==> config.mk <==
export PLATFORM = sky130hd
export DESIGN_NAME = sc_row_window
export DESIGN_NICKNAME = d
export VERILOG_FILES = /design/src/rtl/sc_pkg.sv /design/src/rtl/sc_line_mem.sv /design/src/rtl/sc_row_window.sv
export SDC_FILE = /design/constraint.sdc
export NUM_CORES = 2
export LEC_CHECK = 0
export CAP_MARGIN = 0
export CORE_UTILIZATION = 50
export DETAILED_ROUTE_END_ITERATION = 7
export GPL_ROUTABILITY_DRIVEN = 0
export HOLD_SLACK_MARGIN = 0.12
export PLACE_DENSITY = 0.83
export SETUP_SLACK_MARGIN = 0.3
export SYNTH_ARGS = -nofsm -noshare
export SYNTH_HDL_FRONTEND = slang
export SYNTH_HIERARCHICAL = 1
export SYNTH_SLANG_ARGS = --single-unit
==> constraint.sdc <==
create_clock -name clock -period 14.9 [get_ports clock]
set_clock_uncertainty 0.15 [all_clocks]
set_input_delay 4.47 -clock clock [delete_from_list [all_inputs] [get_ports clock]]
set_output_delay 4.47 -clock clock [all_outputs]
set_load 0.005 [all_outputs]
==> src/rtl/sc_pkg.sv <==
// Shared defaults, FSM state encoding and sizing helper for the stencil row-window block.
package sc_pkg;

    localparam int BW_DEF = 32;
    localparam int ST_DEF = 5;

    typedef enum logic [2:0] {S_IDLE, S_FILL, S_RUN, S_DRAIN, S_DONE} state_e;

    // Width of an index counting 0..n-1, never narrower than one bit.
    function automatic int beat_w(input int n);
        return (n <= 1) ? 1 : $clog2(n);
    endfunction

endpackage

==> src/rtl/sc_line_mem.sv <==
// One-row delay line: synchronous write, combinational read, one entry per beat of a row.
module sc_line_mem #(
    parameter int W     = 160,
    parameter int DEPTH = 2,
    parameter int AW    = 1
) (
    input  logic          clk_i,
    input  logic          we_i,
    input  logic [AW-1:0] waddr_i,
    input  logic [W-1:0]  wdata_i,
    input  logic [AW-1:0] raddr_i,
    output logic [W-1:0]  rdata_o
);

    logic [W-1:0] mem_q [DEPTH];

    always_ff @(posedge clk_i) begin
        if (we_i) mem_q[waddr_i] <= wdata_i;
    end

    assign rdata_o = mem_q[raddr_i];

endmodule

==> src/rtl/sc_row_window.sv <==
// K-row sliding window over a raster of ST-lane beats; the live input row forms the bottom
// of the window, the K-1 previous rows come from rotating line memories.
module sc_row_window
    import sc_pkg::*;
#(
    parameter int BW       = BW_DEF,
    parameter int ST       = ST_DEF,
    parameter int ROW      = 8,
    parameter int COL      = 10,
    parameter int K        = 3,
    parameter int PAD_MODE = 0
) (
    input  logic                clock,
    input  logic                reset,
    input  logic                din_ready,
    input  logic [ST*BW-1:0]    din,
    output logic                din_ack,
    output logic [K*ST*BW-1:0]  dout_win,
    output logic                dout_vld,
    input  logic                dout_ready,
    output logic [15:0]         out_row,
    output logic [15:0]         out_col,
    output logic                frame_done
);

    localparam int W         = ST * BW;
    localparam int NB        = COL / ST;
    localparam int H         = (K - 1) / 2;
    localparam int NM        = K - 1;
    localparam int CW        = beat_w(NB);
    localparam int PW        = beat_w(NM);
    localparam int START_ROW = (PAD_MODE != 0) ? H : K - 1;

    if (COL % ST != 0) begin : g_bad_col
        $error("sc_row_window: COL must be a multiple of ST");
    end
    if (K < 3 || K > 7 || K % 2 == 0) begin : g_bad_k
        $error("sc_row_window: K must be odd and within 3..7");
    end

    state_e                state_q;
    logic [15:0]           nr_q, nr_d;
    logic [CW-1:0]         col_q, col_d;
    logic [PW-1:0]         wptr_q, wptr_d;
    logic                  vld_q, fd_q;
    logic [K-1:0][W-1:0]   win_q, win_d;
    logic [15:0]           orow_q, ocol_q;
    logic [NM-1:0][W-1:0]  rd_data;
    logic                  slot_free, acc, ld, col_last, in_last, drain_last;

    // nr_q is the newest row of the window; past the last input row it keeps
    // counting virtual rows so the drain reuses the same window datapath.
    always_comb begin
        col_last = (col_q == CW'(NB - 1));
        col_d    = col_last ? '0 : col_q + 1'b1;
        nr_d     = col_last ? nr_q + 16'd1 : nr_q;
        wptr_d   = wptr_q;
        if (col_last) wptr_d = (wptr_q == PW'(NM - 1)) ? '0 : wptr_q + 1'b1;
    end

    assign slot_free  = !vld_q || dout_ready;
    assign in_last    = col_last && (nr_q == 16'(ROW - 1));
    assign drain_last = col_last && (nr_q == 16'(ROW - 1 + H));

    always_comb begin
        din_ack = 1'b0;
        if (!reset) begin
            case (state_q)
                S_IDLE, S_FILL: din_ack = 1'b1;
                S_RUN:          din_ack = slot_free;
                default:        din_ack = 1'b0;
            endcase
        end
    end

    assign acc = din_ready && din_ack;
    assign ld  = (state_q == S_RUN && acc) || (state_q == S_DRAIN && slot_free);

    for (genvar i = 0; i < NM; i++) begin : g_mem
        sc_line_mem #(.W(W), .DEPTH(NB), .AW(CW)) u_mem (
            .clk_i   (clock),
            .we_i    (acc && (wptr_q == PW'(i))),
            .waddr_i (col_q),
            .wdata_i (din),
            .raddr_i (col_q),
            .rdata_o (rd_data[i])
        );
    end

    // Row nr-NM+j lives in memory (nr+j) mod NM; rows outside the frame are zeroed,
    // which also hides whatever an abandoned frame left in the memories.
    always_comb begin
        int r;
        int m;
        r     = 0;
        m     = 0;
        win_d = '0;
        for (int j = 0; j < K; j++) begin
            r = int'(nr_q) - NM + j;
            m = int'(wptr_q) + j;
            if (m >= NM) m -= NM;
            if (r >= 0 && r < ROW) win_d[j] = (j == K - 1) ? din : rd_data[m];
        end
    end

    always_ff @(posedge clock) begin
        if (reset) begin
            state_q <= S_IDLE;
            nr_q    <= '0;
            col_q   <= '0;
            wptr_q  <= '0;
            vld_q   <= 1'b0;
            fd_q    <= 1'b0;
            win_q   <= '0;
            orow_q  <= '0;
            ocol_q  <= '0;
        end else begin
            fd_q <= 1'b0;
            if (ld) begin
                win_q  <= win_d;
                orow_q <= nr_q - 16'(H);
                ocol_q <= 16'(col_q);
                vld_q  <= 1'b1;
            end else if (dout_ready) begin
                vld_q  <= 1'b0;
            end

            case (state_q)
                S_IDLE, S_FILL, S_RUN: begin
                    if (acc) begin
                        col_q  <= col_d;
                        nr_q   <= nr_d;
                        wptr_q <= wptr_d;
                        if (in_last)                         state_q <= (PAD_MODE != 0) ? S_DRAIN : S_DONE;
                        else if (nr_d >= 16'(START_ROW))     state_q <= S_RUN;
                        else                                 state_q <= S_FILL;
                    end
                end
                S_DRAIN: begin
                    if (ld) begin
                        col_q  <= col_d;
                        nr_q   <= nr_d;
                        wptr_q <= wptr_d;
                        if (drain_last) state_q <= S_DONE;
                    end
                end
                S_DONE: begin
                    if (slot_free) begin
                        fd_q    <= 1'b1;
                        state_q <= S_IDLE;
                        nr_q    <= '0;
                        col_q   <= '0;
                        wptr_q  <= '0;
                    end
                end
                default: state_q <= S_IDLE;
            endcase
        end
    end

    assign dout_win   = win_q;
    assign dout_vld   = vld_q;
    assign out_row    = orow_q;
    assign out_col    = ocol_q;
    assign frame_done = fd_q;

endmodule

# Word-level counts from Yosys, hierarchy flattened
# Memory sizes are Yosys's and may differ from the RTL's. A register that Yosys moved wholly into a read port is not among the register bits.
# Index checks and enable logic that the tools add are counted.
# op_classes
div	0
bitwise	2
shift	0
n_eq_ne	10
muxes	46
n_mul	0
n_reduce_logical	21
magnitude_cmp	11
n_addsub	10
# op_table
cell	count
2-to-1 mux 160 bit	9
< comparator 32 x 3 -> 1 bit, second input constant	2
2-to-1 mux 16 bit	4
2-to-1 mux 32 bit	2
case mux 16 bit (3 select lines)	1
greater-or-equal comparator 32 x 1 -> 1 bit, second input constant	1
< comparator 32 x 5 -> 1 bit, second input constant	1
2-to-1 mux 1 bit	20
adder 17 x 2 -> 18 bit, second input constant	1
adder 17 x 3 -> 18 bit, second input constant	1
greater-or-equal comparator 18 x 1 -> 1 bit, second input constant	1
< comparator 18 x 5 -> 1 bit, second input constant	1
greater-or-equal comparator 17 x 1 -> 1 bit, second input constant	1
< comparator 17 x 5 -> 1 bit, second input constant	1
subtractor 16 x 2 -> 17 bit, second input constant	1
adder 16 x 1 -> 16 bit, second input constant	1
equality test 16 x 3 -> 1 bit, second input constant	1
equality test 16 x 4 -> 1 bit, second input constant	1
greater-or-equal comparator 16 x 2 -> 1 bit, second input constant	1
subtractor 16 x 1 -> 16 bit, second input constant	1
2-to-1 mux 3 bit	5
logical AND 1 bit	10
case mux 3 bit (3 select lines)	1
!= test 2 bit, second input constant	4
other kinds (21)	28
# totals
mem_bits_rw	640
register_bits	520
n_memories	2
rom_bits	0
elab_cells	113
output_inout_bits	515
latchBits	0
inputBits	164
# mem_list
memory	depth	word_bits	read_ports	rd_clocked_by_memory_dff	wr	line	text
g_mem[0].u_mem.mem_q	2	160	1	1	1	sc_line_mem.sv:15	logic [W-1:0] mem_q [DEPTH];
g_mem[1].u_mem.mem_q	2	160	1	1	1	sc_line_mem.sv:15	

# Longest topological paths before layout
# logic_depth
depth_word	11
mapped_depth	15
depth_no_buf	10

# By module
# The synthesis kept the hierarchy.
# by_module_without_submodules
mod	seq_area_each_um2	n_inst	cells_each	area_each_um2
sc_line_mem	9609.2	2	500	11964.0
sc_row_window	10410.0	1	2453	22984.5

# Worst setup path after synthesis
# No wires, ideal clock.
# synth_path
kind	input-to-reg
startpoint	input port dout_ready
endpoint	memory g_mem[1].u_mem.mem_q[0][0] (enable)
required_time_ns	14.049
arrival_time_ns	12.071
slack_ns	1.978
stages	5
path_buffers	0
setup_time_ns	0.701
path_cell_list	nor2b_1 > o21ai_0 > and2_1 > and3_1 > nor2b_1
# synth_via
elab_chain_len	7
# synth_rtl
item	line	text
start, declared	sc_row_window.sv:20	input logic dout_ready,
logical OR 1 bit	sc_row_window.sv:61	assign slot_free = !vld_q || dout_ready;
case mux 1 bit (2 select lines)	sc_row_window.sv:68	case (state_q)
2-to-1 mux 1 bit	sc_row_window.sv:67	if (!reset) begin
net din_ack	sc_row_window.sv:17	output logic din_ack,
logical AND 1 bit	sc_row_window.sv:76	assign acc = din_ready && din_ack;
logical AND 1 bit	sc_row_window.sv:82	.we_i (acc && (wptr_q == PW'(i))),
2-to-1 mux 1 bit	sc_line_mem.sv:18	if (we_i) mem_q[waddr_i] <= wdata_i;
2-to-1 mux 1 bit (implied by the code)	sc_line_mem.sv:18	
end, declared	sc_line_mem.sv:15	
# The timed path passes the listed nets, and every way through them passes these cells.

# Final worst setup path
# layout_path
startpoint	input port dout_ready
endpoint	output port din_ack
# layout_via
elab_chain_len	3
# layout_rtl
item	line
logical OR 1 bit	sc_row_window.sv:61
case mux 1 bit (2 select lines)	sc_row_window.sv:68
2-to-1 mux 1 bit	sc_row_window.sv:67
end, declared	sc_row_window.sv:17
# Every way passes these cells.

==> results.yml <==
status:
  status: "complete, no violations"
layout:
  area_growth_pct: 23.7
  final_cell_mix: "clkdlybuf4s50_1 (662), edfxtp_1 (640), dfxtp_1 (518), nand2_1 (357), mux2_2 (283)"
  layout.area.seq_mm2: 0.0296
  final_cell_area_mm2: 0.0580
  fillers: 6603
  final_cells: 5364
  nets: 4189
  multi_input_area_mm2: 0.0158
  layout-drive-gt1-share_pct: 20.1
  layout_commonest_cell: "clkdlybuf4s50_1"
yosys:
  synth_xor_area_share_pct: 0.560
  syn_area_per_cell_um2: 13.6
  synth_cells: 3453
  synth-seq-area-share_pct: 63.2
  synth_compound_area_share_pct: 9.18
  ys_seq_elements: 1160
  synthArstFlopShare_pct: 0
  yosys_warnings: 6
  yosys.area_share.simple_pct: 6.87
  yosys-top-cells-area: "edfxtp_1 (41%), dfxtp_1 (22%), mux2_2 (6.8%)"
  synth_cell_types: 76
  synthDominantCellAreaShare_pct: 41.0
  yosysTopAreaCell: "edfxtp_1"
  yosys_most_used_dff: "edfxtp_1"
  synthMuxAreaShare_pct: 16.7
  synth_top_family_by_area: "multiplexers"
  synthAdderAreaFrac_pct: 0.187
  synth_area_mm2: 0.0469
  synth-edff-count: 640
place:
  dpl_cell_area_mm2: 0.0540
  portBuffers: 663
  dp_hpwl_mm: 72.3
  place_inst: 5145
power:
  p_sw_share_pct: 21.4
  power.density_mw_per_mm2: 119
  ir_worst_vdd_v: 0.000121
  total_power_mw: 6.93
  pwr-share-seq_pct: 49.9
  p_int_mw: 5.44
  share_comb_of_total_power_pct: 6.4
  p_leak_nw: 19.7
  clockPowerShare_pct: 43.7
  switchingPower_mw: 1.48
floorplan:
  die-area_mm2: 0.0951
  design.core.area_mm2: 0.0924
  rows: 111
  dieHeight_um: 308
  start_util_pct: 50.8
  fp.dieW_um: 308
  ios: 679
drt:
  drt_iter0_markers: 2282
  vias: 30600
  highest_layer: "met5"
  drc: 0
  route.met3.wl_mm: 8.65
  wl_mm: 120
  met1Wirelength_mm: 46.2
  antenna_left: 0
  met2_length_mm: 60.0
  dr.pass1.iters: 6
  wl_per_cell_um: 22.4
  via_per_inst: 5.71
timing:
  drv_slew: 0
  rsz0062_at_grt: "no"
  fin_crit_sh_pct: 71.2
  setup_tns_ps: 0
  min_period_ps: 10600
  slew_headroom_pct: 4.48
  finalHoldViolations: 0
  max_freq_mhz: 94.3
  setup_viol: 0
  worst_slew_pin_slew_ps: 1430
critical_path:
  worstPathBufferInverterCount: 2
  endpoint_kind: "primary output"
  required_ps: 10280
  crit_chain: "clkdlybuf4s50_1, nor2b_1, o21ai_0, and2_1, clkdlybuf4s50_1"
  worst_ep_arrival_time_ps: 5980
  cpLargestDelayFamily: "buffers and inverters"
  path_common_cell: "clkdlybuf4s50_1"
  criticalPathCategory: "in2out"
  cp-start-kind: "input pin"
  crit_path_max_incr_delay_ps: 520
  critPathMaxFanout: 2
  cp-startpoint: "dout_ready"
  worstReg2RegStart: "nr_q[2]$_SDFFE_PP0P_"
  cp_slowest_cell: "clkdlybuf4s50_1"
clock_tree:
  clock-sinks: 1160
  cts_resized: 0
  clock_path_buffers: 3
  hold_buffers: 0
  cts.clk_slew.worst_paths_ps: 60
  clk_latency_ps: 700
  post_cts_buffers: 0
  cts_tree: "yes"
  cts-htree-levels: 3
  cts_root_buf: "clkbuf_16"
  numCtsBuffers: 114
global_routing:
  grt_pass1_wl_mm: 179
  grt_max_degree: 199
  grt-ovfl-total: 0
  antenna_found_initial: 3
  grt_pass1_vias: 30200
  grt_use_total_pct: 24.5
min_path:
  hp-start: "dout_win[246]$_SDFFE_PP0P_"
  min_path_type: "reg2reg"
run:
  cap_violations: 0
==> synthesized netlist by cell type, types with 24 or more instances <==
| cell type | count |
|---|---|
| a21oi_1 | 197 |
| a22o_1 | 161 |
| buf_2 | 24 |
| buf_4 | 25 |
| buf_6 | 28 |
| clkbuf_1 | 171 |
| dfxtp_1 | 520 |
| edfxtp_1 | 640 |
| mux2_2 | 283 |
| mux2_4 | 201 |
| mux2i_1 | 162 |
| nand2_1 | 357 |
| nand3_1 | 185 |
| nor2_1 | 73 |
| o21ai_0 | 87 |
| o21ai_2 | 100 |
==> cell type report <==
type	instances	share of cell area (%)
flip-flops and latches	1160	51.1
well taps	1243	2.68
inverters	12	0.0776
multi-input cells	2026	27.2
clock buffers	153	5.56
diodes	2	0.00862
repair buffers	704	12.0
clock inverters	64	1.32
==> power groups by stage <==
stage          clock [mW]  combinational (mW)  sequential, mW
4_1_cts              3.07               0.445            3.45
2_1_floorplan           0               0.278            3.52
5_1_grt              3.19               0.471            3.46
6_report             3.03               0.447            3.45
3_3_place_gp            0               0.432            3.52
3_5_place_dp            0               0.441            3.52
==> sequential cells by signal, indices dropped and copies added (netlist names) <==
register           count
g_mem.u_mem/mem_q    640
dout_win             480
nr_q                  16
out_row               16
state_q                3
col_last               1
dout_vld               1
frame_done             1
out_col                1
wptr_q                 1
==> kinds of logic after synthesis <==
logic type	after synthesis
mux	646
buf+inv	281
flops	1160
fa+ha+maj	7
simple gates	713
other cells	1
compound gates	615
xor+xnor	30
==> final timing paths <==
| kind | depth (start not counted) | end | slack (ps) |
|---|---|---|---|
| worst max-delay path | 5 | din_ack | 4300 |
| worst min-delay path | 2 | dout_win[246]$_SDFFE_PP0P_ | 300 |
| worst max register to register | 11 | dout_win[261]$_SDFFE_PP0P_ | 9210 |
| worst min register to register | 2 | dout_win[246]$_SDFFE_PP0P_ | 300 |
==> per-stage QoR <==
stage | hold WS (ps) | utilization [%] | setup WS [ps]
2_1_floorplan | 298 | - | 1980
4_1_cts | 301 | 62.8 | 4320
3_5_place_dp | 290 | 58.5 | 4330
5_1_grt | 316 | 62.8 | 4220
3_3_place_gp | 284 | 58.5 | 4290
6_report | 300 | 62.8 | 4300
==> worst reg2reg max path, stage by stage, from the launching register on <==
cell and delay [ps]:
dfxtp_1 510, inv_1 230, ha_1 520, or3b_1 510, nor4_1 330, o22ai_1 280, a2111oi_0 970, a2111oi_4 60
o2111ai_4 150, buf_12 600, buf_4 930, o21ai_0 280
==> routing by layer <==
layer	GRT usage (%)	vias up
met2	42.1	1161
met5	0	-
li1	-	13900
met4	12.0	2
met3	5.63	269
met1	28.8	15300
Note: power is estimated with default switching activity, not from simulation.
